--- config.mk ---
export PLATFORM = sky130hd
export DESIGN_NAME = answer_streamer
export DESIGN_NICKNAME = d
export VERILOG_FILES = /design/src/rtl/answer_streamer.sv
export SDC_FILE = /design/constraint.sdc
export NUM_CORES = 1
export LEC_CHECK = 0
export ABC_AREA = 1
export CAP_MARGIN = 40
export CELL_PAD_IN_SITES_DETAIL_PLACEMENT = 1
export CELL_PAD_IN_SITES_GLOBAL_PLACEMENT = 2
export CORE_AREA = 5 5 580 582
export DETAILED_ROUTE_END_ITERATION = 10
export DIE_AREA = 0 0 585 587
export GPL_ROUTABILITY_DRIVEN = 1
export PLACE_DENSITY = 0.33
export SYNTH_ARGS = -nofsm -noshare
export SYNTH_HDL_FRONTEND = slang
export SYNTH_SLANG_ARGS = --single-unit
--- constraint.sdc ---
create_clock -name i_clk -period 11.5 [get_ports i_clk]
set_input_delay 2.875 -clock i_clk [delete_from_list [all_inputs] [get_ports i_clk]]
set_output_delay 2.875 -clock i_clk [all_outputs]
set_load 0.01 [all_outputs]
--- src/rtl/answer_streamer.sv ---
// answer_streamer
//   Streams the best GA path (top slot of the sorted population) to a byte
//   sink over a valid/ready handshake, one city index per byte as
//   {zero pad, city}. On i_start in IDLE the top slot is captured, so later
//   changes on the population bus do not affect the frame in flight.
//
//   Optional feature: define ANSWER_CHECKSUM_EN to append a modulo-256 sum
//   of the city bytes as a final frame byte (CSUM state). When undefined the
//   frame is exactly NUM_CITIES bytes.
//
// Ports
//   i_clk            system clock, rising edge
//   i_rst            asynchronous active-high reset
//   i_start          one-cycle pulse, population final; ignored unless idle
//   i_sel_population sorted population, best path in the MSB slot
//   o_byte_data      current byte (registered)
//   o_byte_valid     o_byte_data valid (registered)
//   i_byte_ready     sink accepts byte when high together with o_byte_valid
//   o_busy           frame in progress (registered)
//   o_done           one-cycle pulse after the final byte is accepted
//
// State   | meaning
// S_IDLE  | waiting for i_start, outputs quiet
// S_SEND  | presenting city bytes 0..NUM_CITIES-1
// S_CSUM  | presenting checksum byte (ANSWER_CHECKSUM_EN only)

module answer_streamer #(
  parameter int POP_SIZE   = 10,
  parameter int NUM_CITIES = 30,
  parameter int CITY_BITS  = 5
) (
  input  logic                                     i_clk,
  input  logic                                     i_rst,
  input  logic                                     i_start,
  input  logic [POP_SIZE*NUM_CITIES*CITY_BITS-1:0] i_sel_population,
  output logic [7:0]                               o_byte_data,
  output logic                                     o_byte_valid,
  input  logic                                     i_byte_ready,
  output logic                                     o_busy,
  output logic                                     o_done
);

  localparam int PATH_W = NUM_CITIES * CITY_BITS;
  localparam int POP_W  = POP_SIZE * PATH_W;
  localparam int IDX_W  = $clog2(NUM_CITIES);
  localparam logic [IDX_W-1:0] LAST_IDX = IDX_W'(NUM_CITIES - 1);

`ifdef ANSWER_CHECKSUM_EN
  typedef enum logic [1:0] {S_IDLE, S_SEND, S_CSUM} state_t;
`else
  typedef enum logic {S_IDLE, S_SEND} state_t;
`endif

  state_t              r_state;
  logic [IDX_W-1:0]    r_idx;
  logic [PATH_W-1:0]   r_path;
  logic [7:0]          r_byte_data;
  logic                r_byte_valid;
  logic                r_busy;
  logic                r_done;

  state_t              w_state_nxt;
  logic [IDX_W-1:0]    w_idx_nxt;
  logic [PATH_W-1:0]   w_path_nxt;
  logic [7:0]          w_byte_data_nxt;
  logic                w_byte_valid_nxt;
  logic                w_busy_nxt;
  logic                w_done_nxt;
  logic                w_handshake;

`ifdef ANSWER_CHECKSUM_EN
  logic [7:0]          r_csum;
  logic [7:0]          w_csum_nxt;
`endif

  // Only the top slot is consumed; the remaining slots are intentionally unused.
  logic w_unused_pop;
  assign w_unused_pop = ^i_sel_population[POP_W-PATH_W-1:0];

  assign w_handshake = r_byte_valid & i_byte_ready;

  // State register (all sequential state lives here)
  always_ff @(posedge i_clk or posedge i_rst) begin
    if (i_rst) begin
      r_state      <= S_IDLE;
      r_idx        <= '0;
      r_path       <= '0;
      r_byte_data  <= 8'h00;
      r_byte_valid <= 1'b0;
      r_busy       <= 1'b0;
      r_done       <= 1'b0;
`ifdef ANSWER_CHECKSUM_EN
      r_csum       <= 8'h00;
`endif
    end else begin
      r_state      <= w_state_nxt;
      r_idx        <= w_idx_nxt;
      r_path       <= w_path_nxt;
      r_byte_data  <= w_byte_data_nxt;
      r_byte_valid <= w_byte_valid_nxt;
      r_busy       <= w_busy_nxt;
      r_done       <= w_done_nxt;
`ifdef ANSWER_CHECKSUM_EN
      r_csum       <= w_csum_nxt;
`endif
    end
  end

  // Next-state logic. The path register shifts left one city per accepted
  // byte, so the city on the wire is always the top CITY_BITS of r_path.
  always_comb begin
    w_state_nxt = r_state;
    w_idx_nxt   = r_idx;
    w_path_nxt  = r_path;
`ifdef ANSWER_CHECKSUM_EN
    w_csum_nxt  = r_csum;
`endif
    case (r_state)
      S_IDLE: begin
        if (i_start) begin
          w_state_nxt = S_SEND;
          w_idx_nxt   = '0;
          w_path_nxt  = i_sel_population[POP_W-1 -: PATH_W];
`ifdef ANSWER_CHECKSUM_EN
          w_csum_nxt  = 8'h00;
`endif
        end
      end
      S_SEND: begin
        if (w_handshake) begin
          w_path_nxt = r_path << CITY_BITS;
`ifdef ANSWER_CHECKSUM_EN
          w_csum_nxt = r_csum + r_byte_data;
`endif
          if (r_idx == LAST_IDX) begin
`ifdef ANSWER_CHECKSUM_EN
            w_state_nxt = S_CSUM;
`else
            w_state_nxt = S_IDLE;
`endif
          end else begin
            w_idx_nxt = r_idx + 1'b1;
          end
        end
      end
`ifdef ANSWER_CHECKSUM_EN
      S_CSUM: begin
        if (w_handshake) w_state_nxt = S_IDLE;
      end
`endif
      default: w_state_nxt = S_IDLE;
    endcase
  end

  // Output logic: computes the next registered output values from the next
  // state, so no output depends combinationally on i_byte_ready.
  always_comb begin
    w_byte_valid_nxt = (w_state_nxt != S_IDLE);
    w_busy_nxt       = (w_state_nxt != S_IDLE);
    // The only way out of a busy state (other than reset) is frame completion.
    w_done_nxt       = (r_state != S_IDLE) && (w_state_nxt == S_IDLE);
    w_byte_data_nxt  = 8'h00;
    case (w_state_nxt)
      S_SEND:  w_byte_data_nxt = 8'(w_path_nxt[PATH_W-1 -: CITY_BITS]);
`ifdef ANSWER_CHECKSUM_EN
      S_CSUM:  w_byte_data_nxt = w_csum_nxt;
`endif
      default: w_byte_data_nxt = 8'h00;
    endcase
  end

  assign o_byte_data  = r_byte_data;
  assign o_byte_valid = r_byte_valid;
  assign o_busy       = r_busy;
  assign o_done       = r_done;

endmodule

==> results.yml <==
run_status:
  status: "complete, no violations"
detailed_routing:
  vias_per_cell: 1.17
  postRouteAntennaNets: 0
  vias: 6334
  drt_iter0_drc: 259
  drt-pass1-iter-count: 4
  wl_per_cell_um: 7.76
  routed_wl_um: 42000
  drcViolationCount: 0
floorplanning:
  fp-row-count: 211
  die-height_um: 587
  die_w_um: 585
  num_io_pins: 1515
  die_area_mm2: 0.343
  core_mm2: 0.330
  initial_core_util_pct: 2.15
power_and_ir_drop:
  vdd_drop_max_v: 0.0000690
  p_total_mw: 1.72
  leakagePower_nw: 4.66
  p_comb_share_pct: 15.9
  powerDensity_mw_per_mm2: 116
  p_clk_share_pct: 41.3
  swShare_pct: 31.7
  internal_power_mw: 1.17
  p_sw_mw: 0.544
  pwr-share-seq_pct: 42.8
timing:
  rsz0062_at_grt: "false"
  fin_tns_setup_ns: 0
  finalHoldViolCount: 0
  setup_viol: 0
  max_slew_margin_pct: 48.3
  worst_pin_slew_ns: 0.775
  period_share_pct: 42.9
  fin_crit_ns: 4.94
  finClkSkew_ns: 0.0290
  whs_ns: 0.478
  slew_violations: 0
  max_clock_freq_mhz: 203
synth:
  synth_cells: 871
  yosys.area.top_type: "dfrtp_1"
  avgSynthCellArea_um2: 8.12
  synth_cell_types: 22
  seq_area_frac_synth_pct: 57.3
  synth_top_area_share_pct: 57.3
  yosys-top-cells-area: "dfrtp_1, nand2_1, nand3_1, buf_2, buf_6"
  synth_area_mm2: 0.00707
  synth_warnings: 0
  yosys_register_bits: 162
run:
  drv_cap: 0
worst_setup_path:
  cp_max_fo: 53
  rrSetupSlack_ns: 8.75
  reg2reg_to: "r_path[43]"
  cp.depth: 8
  end_kind: "register"
  crit_buf_inv: 5
  startpoint_type: "input port"
  crit_chain: "clkdlybuf4s50_1 > nand2_2 > inv_6 > buf_4 > buf_16 > buf_4 > a22oi_1 > nand2_1"
  crit_type: "in -> reg"
  reg2reg_from: "o_busy"
  cpMostUsedCell: "buf_4"
  cp.required_ns: 11.98
  r2r.worst_path.cells: 8
  cpPeakStageDelay_ns: 0.58
  slowest_stage: "buf_4"
  worstPathArrival_ns: 5.42
  crit_family: "buffers and inverters"
clock_tree:
  cts_num_sinks: 162
  cts_setup_buffers: 0
  cts_tree: "built"
  clk_pin_slew_worst_paths_ns: 0.06
  clkLatencyLatePin_ns: 0.57
  htree_levels: 4
  hold_buffers: 0
  cts_buffer_depth: 3
  post_cts_resized: 0
  cts_buffers: 21
  cts_root_buf: "clkbuf_16"
final_layout:
  drive_gt1_share_pct: 5.15
  instances_no_fill: 5407
  layout_common_cells: "nand2_1, dfrtp_1, clkdlybuf4s50_1"
  area_growth_pct: 109
  utilization_pct: 4.48
  layout_commonest_cell: "nand2_1"
  finalNetCount: 2526
grt:
  grt_max_degree: 78
  track_usage_pct: 2.50
  grt_overflow: 0
  grt_pass1_vias: 7297
  antenna_found_initial: 22
  met2_usage_pct: 4.08
  grt_pass1_wl_um: 58800
  grt_use_met3_pct: 0.886
  use_met1_pct: 2.92
  grt_busiest_layer: "met2"
placed_design:
  hpwl_um: 30900
  routabilityCongestion: 0.595
  dp.cells: 5363
  port_buffers: 161
min_path:
  hp-start: "r_path[0]"
  min-delay-path-class: "reg -> reg"
  holdPathStages: 2
  worstHoldEndpoint: "r_path[0]"
-- metrics by stage --
stage	setup WS [ns]	cell area, µm²
floorplan	4.25	7080
CTS	6.42	14700
global route	6.29	14800
finish	6.56	14800
detailed placement	5.77	14100
global placement	5.55	13900
-- worst max path at each step --
stage / start / slack, ns / to
final: i_start / 6.56 / r_path[43]
after global placement: i_start / 5.55 / r_path[43]
after detailed placement: i_start / 5.77 / r_path[43]
after floorplan: i_rst / 4.25 / o_busy
after CTS: i_start / 6.42 / r_path[43]
after global routing: i_start / 6.29 / r_path[43]
-- synthesized netlist by cell type --
cell and n:
o21ai_0 5, inv_4 1, dfrtp_1 162, buf_6 8, clkinv_2 1, nand2_4 1
or2_2 1, buf_2 27, o21bai_1 1, inv_1 15, nand2_2 2, nor2_1 17
buf_4 7, ha_1 2, inv_2 2, nand4_1 3, clkbuf_1 9, a22oi_1 1
nand2_1 460, conb_1 1, nand3_1 144, o21ai_1 1
-- registers in the layout (all words and copies together) (netlist names) --
signal / flops
r_path: 150
o_byte_data: 5
r_idx: 5
o_busy: 1
o_done: 1
-- power by group through the flow --
| stage | Sequential (mW) | Clock, mW | Combinational (mW) |
|---|---|---|---|
| 2_1_floorplan | 0.723 | 0 | 0.138 |
| 3_3_place_gp | 0.747 | 0 | 0.280 |
| 3_5_place_dp | 0.749 | 0 | 0.291 |
| 4_1_cts | 0.739 | 0.793 | 0.293 |
| 5_1_grt | 0.751 | 0.794 | 0.318 |
| 6_report | 0.735 | 0.709 | 0.272 |
-- routing by layer --
layer	vias to the layer above	share of wire, %
li1	3048	-
met1	3075	43
met2	141	47
met3	56	6.5
met4	14	3.2
met5	-	0.18
-- area by class of cell --
class / count / area [µm²]
clock buffers: 27 / 578
flip-flops and latches: 162 / 4050
diodes: 11 / 27.5
multi-input cells: 641 / 2640
inverters: 19 / 93.8
repair buffers: 175 / 1860
fillers: 39288 / 315000
clock inverters: 6 / 61.3
well taps: 4366 / 5460
-- worst min-delay path, stage by stage, from the launching register on --
cell and delay (ns):
dfrtp_1 0.34, nand2_1 0.06, nand2_1 0.05
-- kinds of logic after synthesis --
| group | synth area share, % |
|---|---|
| buffers and inverters | 5.47 |
| flip-flops | 57.3 |
| AND/OR/NAND/NOR | 36.2 |
| AO/OA/AOI/OAI | 0.637 |
| adder cells (fa/ha/maj) | 0.354 |
| other | 0.0530 |
Note: power is estimated with default switching activity, not from simulation.
